--- src/rtl/digital_gates_pkg.sv ---
// rtl/digital_gates_pkg.sv - shared constants for the digital gates block
// Purpose: counter width default, {a,b} combo indices and the field order of
//          the 8-bit gate vector passed from digital_gates_core to the top.
// Ports:   none (package).
package digital_gates_pkg;

  localparam int CNT_W_DEFAULT = 8;

  // Index of each {a,b} pair inside combo_seen.
  localparam logic [1:0] C00 = 2'd0;
  localparam logic [1:0] C01 = 2'd1;
  localparam logic [1:0] C10 = 2'd2;
  localparam logic [1:0] C11 = 2'd3;

  // Gate vector field order (bit index of each gate).
  localparam int GATE_W = 8;
  localparam int G_AND  = 0;
  localparam int G_OR   = 1;
  localparam int G_NOTA = 2;
  localparam int G_NOTB = 3;
  localparam int G_NAND = 4;
  localparam int G_NOR  = 5;
  localparam int G_XOR  = 6;
  localparam int G_XNOR = 7;

  // Gate vector for a=b=0, used as the registered-output reset value.
  localparam logic [GATE_W-1:0] GATES_RESET =
    GATE_W'((1 << G_NOTA) | (1 << G_NOTB) | (1 << G_NAND) |
            (1 << G_NOR)  | (1 << G_XNOR));

endpackage

--- src/rtl/digital_gates_core.sv ---
// rtl/digital_gates_core.sv - combinational two-input gate bank
// Purpose: computes all eight Boolean functions of a and b.
// Ports:   a, b  - gate operands
//          gates - 8-bit gate vector, field order from digital_gates_pkg
module digital_gates_core
  import digital_gates_pkg::*;
(
  input  logic              a,
  input  logic              b,
  output logic [GATE_W-1:0] gates
);

  always_comb begin
    gates         = '0;
    gates[G_AND]  = a & b;
    gates[G_OR]   = a | b;
    gates[G_NOTA] = ~a;
    gates[G_NOTB] = ~b;
    gates[G_NAND] = ~(a & b);
    gates[G_NOR]  = ~(a | b);
    gates[G_XOR]  = a ^ b;
    gates[G_XNOR] = ~(a ^ b);
  end

endmodule

--- src/rtl/tt_um_digital_gates.sv ---
// rtl/tt_um_digital_gates.sv - gate bank with input-combination tracking
// Purpose: exposes the eight gate outputs of digital_gates_core and tracks
//          which {a,b} pairs have been sampled plus a saturating count of
//          sampled input changes. Defining DIGITAL_GATES_REG_OUT_EN registers
//          the gate outputs (1-cycle latency, reset to the a=b=0 values).
// Ports:   clk, rst_n (async active-low), a, b
//          and_out, or_out, not_out_a, not_out_b, nand_out, nor_out,
//          xor_out, xnor_out - gate results
//          combo_seen - sticky per-{a,b} flags, all_seen - all four seen
//          change_cnt - saturating count of sampled {a,b} changes
module tt_um_digital_gates
  import digital_gates_pkg::*;
#(
  parameter int CNT_W = CNT_W_DEFAULT
) (
  input  logic             clk,
  input  logic             rst_n,
  input  logic             a,
  input  logic             b,
  output logic             and_out,
  output logic             or_out,
  output logic             not_out_a,
  output logic             not_out_b,
  output logic             nand_out,
  output logic             nor_out,
  output logic             xor_out,
  output logic             xnor_out,
  output logic [3:0]       combo_seen,
  output logic             all_seen,
  output logic [CNT_W-1:0] change_cnt
);

  logic [GATE_W-1:0] gates_comb;
  logic [GATE_W-1:0] gates;
  logic [1:0]        sample;
  logic [1:0]        prev_sample;
  logic              first_valid;

  digital_gates_core u_core (
    .a     (a),
    .b     (b),
    .gates (gates_comb)
  );

`ifdef DIGITAL_GATES_REG_OUT_EN
  logic [GATE_W-1:0] gates_q;

  always_ff @(posedge clk or negedge rst_n) begin
    if (!rst_n) begin
      gates_q <= GATES_RESET;
    end else begin
      gates_q <= gates_comb;
    end
  end

  assign gates = gates_q;
`else
  assign gates = gates_comb;
`endif

  assign and_out   = gates[G_AND];
  assign or_out    = gates[G_OR];
  assign not_out_a = gates[G_NOTA];
  assign not_out_b = gates[G_NOTB];
  assign nand_out  = gates[G_NAND];
  assign nor_out   = gates[G_NOR];
  assign xor_out   = gates[G_XOR];
  assign xnor_out  = gates[G_XNOR];

  assign sample = {a, b};

  // prev_sample only means something once first_valid is set, so the first
  // edge after reset records a sample without counting it as a change.
  always_ff @(posedge clk or negedge rst_n) begin
    if (!rst_n) begin
      combo_seen  <= 4'b0000;
      change_cnt  <= '0;
      prev_sample <= 2'b00;
      first_valid <= 1'b0;
    end else begin
      combo_seen[sample] <= 1'b1;
      prev_sample        <= sample;
      first_valid        <= 1'b1;
      if (first_valid && (sample != prev_sample) && (change_cnt != {CNT_W{1'b1}})) begin
        change_cnt <= change_cnt + CNT_W'(1);
      end
    end
  end

  assign all_seen = combo_seen[C00] & combo_seen[C01] &
                    combo_seen[C10] & combo_seen[C11];

endmodule

--- config.mk ---
export PLATFORM = sky130hd
export DESIGN_NAME = tt_um_digital_gates
export DESIGN_NICKNAME = d
export VERILOG_FILES = /design/src/rtl/digital_gates_pkg.sv /design/src/rtl/digital_gates_core.sv /design/src/rtl/tt_um_digital_gates.sv
export SDC_FILE = /design/constraint.sdc
export NUM_CORES = 1
export LEC_CHECK = 0
export BUFFER_PORTS_ARGS = -buffer_cell sky130_fd_sc_hd__buf_2
export CAP_MARGIN = 20
export CORE_UTILIZATION = 43
export DETAILED_ROUTE_END_ITERATION = 10
export PLACE_DENSITY = 0.68
export SYNTH_ARGS = -nofsm -noshare
export SYNTH_HDL_FRONTEND = slang
export SYNTH_SLANG_ARGS = --single-unit
--- constraint.sdc ---
create_clock -name clk -period 2.94 [get_ports clk]
set_input_delay 0.588 -clock clk [delete_from_list [all_inputs] [get_ports clk]]
set_output_delay 0.588 -clock clk [all_outputs]
set_load 0.01 [all_outputs]
# == After elaboration in Yosys (flattened, before gate mapping) ==
# Cells that the tools add are included.
# totals
reg_bits,15
# classes
magnitude_cmp,2
bitwise_logic,12
n_reduce_logical,3
add_sub_neg,1
n_mux,2
n_eq_ne,2
# op_table
cell,count
$add A8 B1 Y8 const B,1
$ne A8 B8 Y1 const B,1
$not A1 Y1,5
$and A1 B1 Y1,4
$or A4 B4 Y4,1
$logic_and A1 B1 Y1,3
$lt A2 B3 Y1 const B,1
$demux W1 S2,1
$ge A2 B1 Y1 const B,1
$ne A2 B2 Y1,1
$mux W1,1
$or A1 B1 Y1,1
$xor A1 B1 Y1,1

# == Depth between registers and ports, before layout ==
# logic_depth
ltp_word,5
mapped_depth,5
ltp_nobuf,5

# == By module ==
# A second synthesis with hierarchy kept.
# unflattened
cells_unflattened,60
area_unflattened_um2,729.4
# modules_own_cells
mod,area_each_um2,n_inst,cells_per_inst
tt_um_digital_gates,660.6,1,51
digital_gates_core,68.8,1,9

# == Worst setup path before layout ==
# Ideal clock, no wire load.
# synth_timing
path_kind,in2out
from,in a
to,out xnor_out
required_time_ns,2.352
stages,3
t_arrival_ns,1.114
slack_ns,1.238
n_path_buf,0
cell_sequence,inv_1 ha_1 inv_1
# synth_between
elab_chain_cells,2
# synth_lines
element,line_no,text
from (decl),tt_um_digital_gates.sv:18,"input logic a,"
$xor A1 B1 Y1,--,
via xor_out,tt_um_digital_gates.sv:26,"output logic xor_out,"
$not A1 Y1,digital_gates_core.sv:22,gates[G_XNOR] = ~(a ^ b);
to (decl),tt_um_digital_gates.sv:27,"output logic xnor_out,"
# The timed path passes the listed nets, and every way through them passes these cells.

# == Worst setup path after layout ==
# layout_timing
from,in a
to,out xnor_out
# layout_between
elab_chain_cells,2
# layout_lines
element,line_no
$xor A1 B1 Y1,digital_gates_core.sv:22
$not A1 Y1,digital_gates_core.sv:22
# Every way passes these cells.

==> impl_metrics.json <==
{
  "yosys.cell_types.count": 24,
  "yosys-top-cells-count": "15 x dfrtp_1, 6 x nand2_1, 5 x ha_1, 5 x inv_1, 4 x or2_2",
  "clkLatencyLatePin_ns": 0.27,
  "clock.fmax_ghz": 0.5376,
  "slew_viol_final": 0,
  "vdd_ir_drop_max_mv": 0.3036,
  "post_cts_resized": 0,
  "htreeDepth": 1,
  "yosysSeqAreaShare_pct": 52.17,
  "netlist_area_um2": 719.4,
  "std_cell_rows": 14,
  "setup.worst_path.start_class": "primary input",
  "cts_tree": "yes",
  "wirelength_mm": 1.268,
  "syn_nets": 71,
  "grt_pass1_vias": 466,
  "synth_enable_flop_cells": 0,
  "hold_viol_final": 0,
  "vias": 535,
  "fin_worst_skew_ns": 0.002733,
  "status": "finished clean",
  "synth_flop_cell": "dfrtp_1",
  "period_share_pct": 63.27,
  "p_per_area_mw_per_mm2": 694.9,
  "combPwrFrac_pct": 32.1,
  "fin_tns_setup_ns": 0,
  "globalplace.congestion": 0.8053,
  "synth.area.top_cells": "dfrtp_1 52%, ha_1 8.7%, mux2_1 4.7%",
  "nNetsFinal": 100,
  "die_w_um": 42.91,
  "netlist_instances": 62,
  "cp.arrival_ns": 1.27,
  "yosysWarnings": 0,
  "end_kind": "output pin",
  "antenna_cells": 0,
  "power.internal_w": 0.0004010,
  "leakagePower_nw": 0.4279,
  "post_cts_buffers": 0,
  "drc": 0,
  "initialDrtViolationCount": 4,
  "hold_class": "in2async",
  "globalRouteTotalUtil_pct": 15.18,
  "critPathLaunch": "a",
  "drive_gt1_share_pct": 41.11,
  "synthToLayoutAreaGrowth_pct": 23.13,
  "cts_buffers": 3,
  "clk_pin_slew_ns": 0.09,
  "clockRootBuffer": "clkbuf_4",
  "die_h_um": 42.91,
  "start_util_pct": 46.67,
  "synth_top_cell_area_share_pct": 52.17,
  "async_reset_ff_share_pct": 100.0,
  "die_area_mm2": 0.001841,
  "wl_met2_um": 650,
  "cts_buffer_depth": 2,
  "max-cap-violations": 0,
  "core_mm2": 0.001541,
  "r2r_start": "change_cnt[0]$_DFFE_PN0P_",
  "period_needed_ns": 1.860,
  "synth-seq-cells": 15,
  "viasPerCell": 5.047,
  "hold_buffers": 0,
  "power_frac_seq_pct": 49.3,
  "io_pins": 25,
  "avgSynthCellArea_um2": 11.60,
  "path_class": "in2out",
  "io_buffer_count": 24,
  "m1WireLength_um": 570,
  "synth_area_leader_cell": "dfrtp_1",
  "grt_max_degree": 16,
  "grt_pass1_wl_mm": 2.035,
  "worst_ep_required_time_ns": 2.35,
  "p_clk_share_pct": 18.6,
  "power_switching_w": 0.0002147,
  "synth.most_common_cell": "dfrtp_1",
  "ant_nets": 0,
  "rsz0062_at_grt": "false",
  "cp_max_fo": 5,
  "switching_share_pct": 34.87,
  "utilization_pct": 57.47,
  "numClockSinks": 15,
  "setup_violations": 0,
  "antenna_found_initial": 0,
  "overflow": 0,
  "wire_per_inst_um": 11.96,
  "drt_pre_antenna_iters": 4,
  "wl_met3_um": 41,
  "topRoutingLayerUsed": "met4",
  "hpwl_um": 945.4
}
## worst max-delay path, stage by stage
cell   delay, ns
buf_2       0.13
inv_1       0.08
ha_1        0.30
inv_1       0.05
buf_2       0.11
## routing by layer
| metal | GRT usage (%) | vias up |
|---|---|---|
| met5 | 0 | - |
| met1 | 18.63 | 248 |
| met2 | 24.55 | 20 |
| li1 | - | 265 |
| met3 | 2.553 | 2 |
| met4 | 9.375 | 0 |
## logic make-up after synthesis
kind of cell,Yosys count,synth area share (%)
AO/OA/AOI/OAI,7,6.433
XOR/XNOR,3,3.653
adder cells (fa/ha/maj),5,8.696
buffers and inverters,5,2.609
flip-flops,15,52.17
multiplexers,5,8.347
other,1,0.5212
AND/OR/NAND/NOR,21,17.57
## stage by stage
stage	setup slack, ns	area (um^2)	instances	hold slack (ns)	power, W
after floorplan	1.238	719.4	62	0.2924	0.0004301
after global placement	1.111	859.6	102	0.4683	0.0005012
after detailed placement	1.076	859.6	102	0.4758	0.0005090
after CTS	1.070	885.9	106	0.2059	0.0006227
after global routing	1.040	885.9	106	0.2163	0.0006601
final	1.080	885.9	106	0.1927	0.0006156
## worst paths after layout
kind                                             end  slack [ns]  cells after the start
setup / recovery                            xnor_out        1.08                      5
hold / removal             change_cnt[3]$_DFFE_PN0P_        0.19                      1
setup reg to reg           change_cnt[1]$_DFFE_PN0P_        1.23                      5
hold reg to reg              combo_seen[0]$_DFF_PN0_        0.51                      1
max in group asynchronous    combo_seen[2]$_DFF_PN0_        2.51                      1
min in group clk            prev_sample[1]$_DFF_PN0_        0.48                      1
## power by group through the flow
stage | logic, W | registers (W) | clock network (W)
after floorplan | 0.000109 | 0.000321 | 0
after global placement | 0.000196 | 0.000305 | 0
after detailed placement | 0.000201 | 0.000308 | 0
after CTS | 0.000202 | 0.000304 | 0.000117
after global routing | 0.000224 | 0.000312 | 0.000124
final | 0.000198 | 0.000303 | 0.000115
## sequential cells by signal (all words and copies together) (netlist names)
register and flops:
prev_sample 2, combo_seen 4, first_valid 1, change_cnt 8
## placed cells by master (no fill, tap or decap), types with 3 or more instances in the layout
cell type / count
inv_1: 5
dfrtp_1: 15
ha_1: 5
nand2_1: 6
mux2_1: 3
buf_2: 24
clkbuf_4: 3
xor2_1: 3
or2_2: 4
## area by class of cell
type | count | area, um^2
Fill cell | 151 | 655.6
Tap cell | 16 | 20.02
Inverter | 5 | 18.77
Timing Repair Buffer | 24 | 120.1
Multi-Input combinational cell | 42 | 325.3
Clock buffer | 4 | 26.28
Sequential cell | 15 | 375.4
No activity file was read; power rests on OpenSTA's default activity.
